==> config.mk <==
export PLATFORM = sky130hd
export DESIGN_NAME = addsub_serial
export DESIGN_NICKNAME = d
export VERILOG_FILES = /design/src/rtl/addsub_serial.sv
export SDC_FILE = /design/constraint.sdc
export NUM_CORES = 1
export LEC_CHECK = 0
export ABC_AREA = 1
export CORE_AREA = 10 10 64 66
export CTS_CLUSTER_DIAMETER = 50
export DETAILED_ROUTE_END_ITERATION = 8
export DIE_AREA = 0 0 74 76
export DONT_BUFFER_PORTS = 1
export GPL_ROUTABILITY_DRIVEN = 1
export HOLD_SLACK_MARGIN = 0.15
export PLACE_DENSITY_LB_ADDON = 0.3
export SLEW_MARGIN = 0
export SYNTH_ARGS = -nofsm -noshare
export SYNTH_HDL_FRONTEND = slang
export SYNTH_SLANG_ARGS = --single-unit
==> constraint.sdc <==
create_clock -name clk -period 2.39 [get_ports clk]
set_input_delay 0.478 -clock clk [delete_from_list [all_inputs] [get_ports clk]]
set_output_delay 0.478 -clock clk [all_outputs]
set_load 0.01 [all_outputs]
==> src/rtl/addsub_serial.sv <==
// addsub_serial: digit-serial adder/subtractor. Consumes DIGIT bits per clock,
// least-significant slice first, so only a DIGIT-wide carry chain sits between
// registers. Start/busy/done handshake with registered sum and flags.

// One DIGIT-wide slice of the adder: {co, s} = a + b + ci.
module addsub_digit #(
    parameter int DIGIT = 2
) (
    input  logic [DIGIT-1:0] a,
    input  logic [DIGIT-1:0] b,
    input  logic             ci,
    output logic [DIGIT-1:0] s,
    output logic             co
);
    assign {co, s} = {1'b0, a} + {1'b0, b} + {{DIGIT{1'b0}}, ci};
endmodule

module addsub_serial #(
    parameter int WIDTH = 8,
    parameter int DIGIT = 2
) (
    input  logic             clk,
    input  logic             rst_n,
    input  logic             start,
    input  logic             mode,
    input  logic [WIDTH-1:0] a,
    input  logic [WIDTH-1:0] b,
    input  logic             cin,
    output logic             busy,
    output logic             done,
    output logic [WIDTH-1:0] sum,
    output logic             carry,
    output logic             ovf,
    output logic             zero
);
    localparam int NDIG = WIDTH / DIGIT;
    localparam int CW   = (NDIG > 1) ? $clog2(NDIG) : 1;

    typedef enum logic [1:0] {IDLE, RUN, DONE} state_t;

    state_t           state_q, state_d;
    logic             accept;
    logic             last;
    // Operands are shifted right one slice per cycle so the active slice is
    // always at bit 0; b_sh already holds ~b for subtract.
    logic [WIDTH-1:0] a_sh, b_sh;
    // Original adder-input MSBs, kept for the overflow test after shifting.
    logic             a_msb, b_msb;
    logic             mode_q;
    logic             cy_q;
    logic [CW-1:0]    cnt;
    logic [DIGIT-1:0] s_dig;
    logic             co_dig;
    logic [WIDTH-1:0] sum_nx;

    addsub_digit #(.DIGIT(DIGIT)) u_digit (
        .a  (a_sh[DIGIT-1:0]),
        .b  (b_sh[DIGIT-1:0]),
        .ci (cy_q),
        .s  (s_dig),
        .co (co_dig)
    );

    assign last = (cnt == CW'(NDIG - 1));
    assign busy = (state_q == RUN);
    assign done = (state_q == DONE);

    // State register.
    always_ff @(posedge clk or negedge rst_n) begin
        if (!rst_n) state_q <= IDLE;
        else        state_q <= state_d;
    end

    // Next state: accept start only when not running; DONE lasts one cycle.
    always_comb begin
        state_d = state_q;
        accept  = 1'b0;
        case (state_q)
            IDLE: if (start) begin
                accept  = 1'b1;
                state_d = RUN;
            end
            RUN:  if (last) state_d = DONE;
            DONE: begin
                if (start) begin
                    accept  = 1'b1;
                    state_d = RUN;
                end else begin
                    state_d = IDLE;
                end
            end
            default: state_d = IDLE;
        endcase
    end

    // Full sum as it will look once the current slice is written; used both
    // for the slice write-back and for the zero flag on the final slice.
    always_comb begin
        sum_nx = sum;
        for (int i = 0; i < NDIG; i++) begin
            if (cnt == CW'(i)) sum_nx[i*DIGIT +: DIGIT] = s_dig;
        end
    end

    // Datapath: latch at accept, then one slice per RUN cycle; flags only
    // change on the final slice. The top-slice carry goes to carry/borrow and
    // is never recirculated.
    always_ff @(posedge clk or negedge rst_n) begin
        if (!rst_n) begin
            a_sh   <= '0;
            b_sh   <= '0;
            a_msb  <= 1'b0;
            b_msb  <= 1'b0;
            mode_q <= 1'b0;
            cy_q   <= 1'b0;
            cnt    <= '0;
            sum    <= '0;
            carry  <= 1'b0;
            ovf    <= 1'b0;
            zero   <= 1'b0;
        end else if (accept) begin
            a_sh   <= a;
            b_sh   <= mode ? ~b : b;
            a_msb  <= a[WIDTH-1];
            b_msb  <= mode ? ~b[WIDTH-1] : b[WIDTH-1];
            mode_q <= mode;
            cy_q   <= mode ? ~cin : cin;
            cnt    <= '0;
        end else if (state_q == RUN) begin
            a_sh <= a_sh >> DIGIT;
            b_sh <= b_sh >> DIGIT;
            cy_q <= co_dig;
            cnt  <= cnt + CW'(1);
            sum  <= sum_nx;
            if (last) begin
                carry <= co_dig ^ mode_q;
                ovf   <= (a_msb == b_msb) && (s_dig[DIGIT-1] != a_msb);
                zero  <= (sum_nx == '0);
            end
        end
    end
endmodule

==> metrics.yaml <==
run_status:
  status: "finished, final reports clean"
setup_path:
  cp_num_cells: 2
  start_kind: "register"
  cp.arrival_ns: 1.54
  cp.required_ns: 1.91
  path_cells: "nand2_1, inv_1"
  end_kind: "output port"
  crit_end: "busy"
  worstSetupPathType: "reg2out"
  critPathMaxStageDelay_ns: 0.46
  worstPathMaxFanout: 16
  r2r-start: "a_sh[0]"
  cp_top_family: "simple AND/OR/NAND/NOR gates"
  r2r_end: "zero"
  reg2reg_depth: 9
  r2r_slack_ns: 0.45
  cp_slowest_cell: "nand2_1"
  cp-startpoint: "state_q[0]"
  path_buf_inv: 1
global_routing:
  grt-busiest-layer: "met2"
  track_usage: 0.1266
  grt_pass1_wl_mm: 5.706
  grt_max_degree: 36
  antenna_found_initial: 0
  globalRouteOverflowTotal: 0
  grt_pass1_vias: 1228
  use_met1: 0.1637
  use_met3: 0.05339
  met2_usage: 0.1826
detailed_routing:
  wl_mm: 3.415
  drt_iter0_markers: 73
  postRouteAntennaNets: 0
  drt_pass1_iterations: 5
  num_vias: 1260
  wl_per_cell_microns: 14.59
  vias_per_cell: 5.385
  drc: 0
die:
  die_y_microns: 76
  ios: 34
  die_x_microns: 74
  core_sq_mm: 0.002928
  initial_utilization: 0.5936
  std_cell_rows: 20
  dieArea_sq_mm: 0.005624
sta:
  rsz0062_at_grt: "false"
  relSlewSlack: 0.5592
  hold_viol: 0
  slew_violations: 0
  period_share: 0.8441
  hold_slack_ns: 0.2509
  tightest_slew_ns: 0.6605
  finalSetupTns_ns: 0
  finClkSkew_ns: 0.009927
  fmax_ghz: 0.4957
  fin_crit_ns: 2.017
  setup_viol: 0
yosys:
  yosys_warnings: 0
  synth_nets: 224
  synthesis.area_sq_mm: 0.001738
  syn_inst: 197
  ys_ff_latch: 35
  synth.distinct_cells: 20
  syn_avg_cell_area_sq_um: 8.822
  seq_area_frac_synth: 0.5040
cts:
  clockBufferDepth: 2
  cts-buffers-inserted: 5
  root_buffer: "clkbuf_4"
  cts_tree: "built"
  htreeDepth: 2
  path_clk_slew_ns: 0.10
  clkLatencyLatePin_ns: 0.34
  cts_sinks: 35
  cts_resized: 0
flow_run:
  maxCapViolCount: 0
layout:
  num-nets-final: 228
  diodes: 0
  area_delta_synth_final_pct: 4.320
  finish.utilization: 0.6192
  stdcell_area_sq_mm: 0.001813
  drive_gt1_frac: 0.05970
placement:
  gp_congestion: 0.8182
  place_hpwl_mm: 2.541
  placed_area_sq_mm: 0.001727
  io_buffers: 0
min_path:
  hold_path.class: "in2reg"
power_and_ir_drop:
  p_per_area_mw_per_mm2: 1389
  leakage_nw: 0.8913
  total_power_mw: 2.519
  peakVddDrop_mv: 0.8546
## where the power goes
part	switching [mW]	total [mW]	internal (mW)
combinational	0.743	1.14	0.398
sequential	0.189	1.05	0.862
clock	0.191	0.327	0.136
## layout make-up
| class | count | area, sq um |
|---|---|---|
| clock buffers | 6 | 51.30 |
| well taps | 33 | 41.29 |
| inverters | 35 | 131.4 |
| fillers | 249 | 1115 |
| flip-flops and latches | 35 | 875.8 |
| repair buffers | 3 | 37.54 |
| multi-input cells | 121 | 670.6 |
| clock inverters | 1 | 5.005 |
## cells by family after synthesis
kind of cell | count (synthesis) | synth area share
buf+inv | 41 | 0.1101
flops | 35 | 0.5040
simple gates | 69 | 0.1584
fa+ha+maj | 6 | 0.05184
xor+xnor | 7 | 0.03528
compound gates | 39 | 0.1404
## registers in the layout (all words and copies together), names as in the netlist
| register | count |
|---|---|
| b_msb | 1 |
| a_msb | 1 |
| zero | 1 |
| cnt | 2 |
| mode_q | 1 |
| carry | 1 |
| a_sh | 8 |
| cy_q | 1 |
| b_sh | 8 |
| ovf | 1 |
| sum | 8 |
| state_q | 2 |
## stage by stage
step | setup WS (ns) | std cells
3_5_place_dp | 0.4675 | 225
2_1_floorplan | 0.5808 | 197
5_1_grt | 0.2585 | 234
6_report | 0.3725 | 234
4_1_cts | 0.3670 | 234
3_3_place_gp | 0.5195 | 225
## what timing repair did
item,in CTS,in global routing
hold endpoints to repair,35,0
buffers inserted,0,0
hold buffers,2,0
## cells in the mapped netlist, drive strengths merged
library cell / instances / area [sq um]
o22ai: 1 / 6.260
dfrtp: 35 / 875.8
buf: 6 / 60.05
a21oi: 1 / 5.000
o221ai: 12 / 105.1
nand2: 58 / 225.2
o211ai: 1 / 7.510
nand3: 1 / 5.000
xnor2: 1 / 8.760
inv: 35 / 131.4
fa: 2 / 40.04
ha: 4 / 50.05
nor2: 8 / 35.03
o21ai: 24 / 120.1
nor3: 2 / 10.01
xor2: 6 / 52.55
## worst min path at each step
| stage | cells past startpoint | startpoint | slack (ns) | end |
|---|---|---|---|---|
| 2_1_floorplan | 0 | rst_n | 0.18 | a_msb |
| 4_1_cts | 2 | mode | 0.24 | mode_q |
| 3_3_place_gp | 0 | rst_n | 0.18 | b_sh[6] |
| 3_5_place_dp | 0 | rst_n | 0.18 | b_sh[6] |
| 5_1_grt | 2 | mode | 0.23 | mode_q |
| 6_report | 2 | mode | 0.25 | mode_q |
## per-layer routing
layer  vias up  wire, microns
met3         2            269
met5         -              0
met1       587           1521
met4         0              3
met2        40           1620
li1        631              -
## cells in the final DEF (no fill, tap or decap)
cell	instances
o22ai_1	1
nor2_1	6
fa_1	2
clkbuf_8	1
o211ai_1	1
a21oi_1	1
dlygate4sd3_1	1
xnor2_1	1
xor2_1	6
buf_12	1
inv_1	35
ha_1	4
buf_4	1
o21ai_1	9
nor2_2	2
clkbuf_4	5
o21ai_0	15
o221ai_1	12
nor3_1	2
nand3_1	1
nand2_4	1
nand2_1	57
clkinv_2	1
dfrtp_1	35
Power figures use the tool's default switching activity.
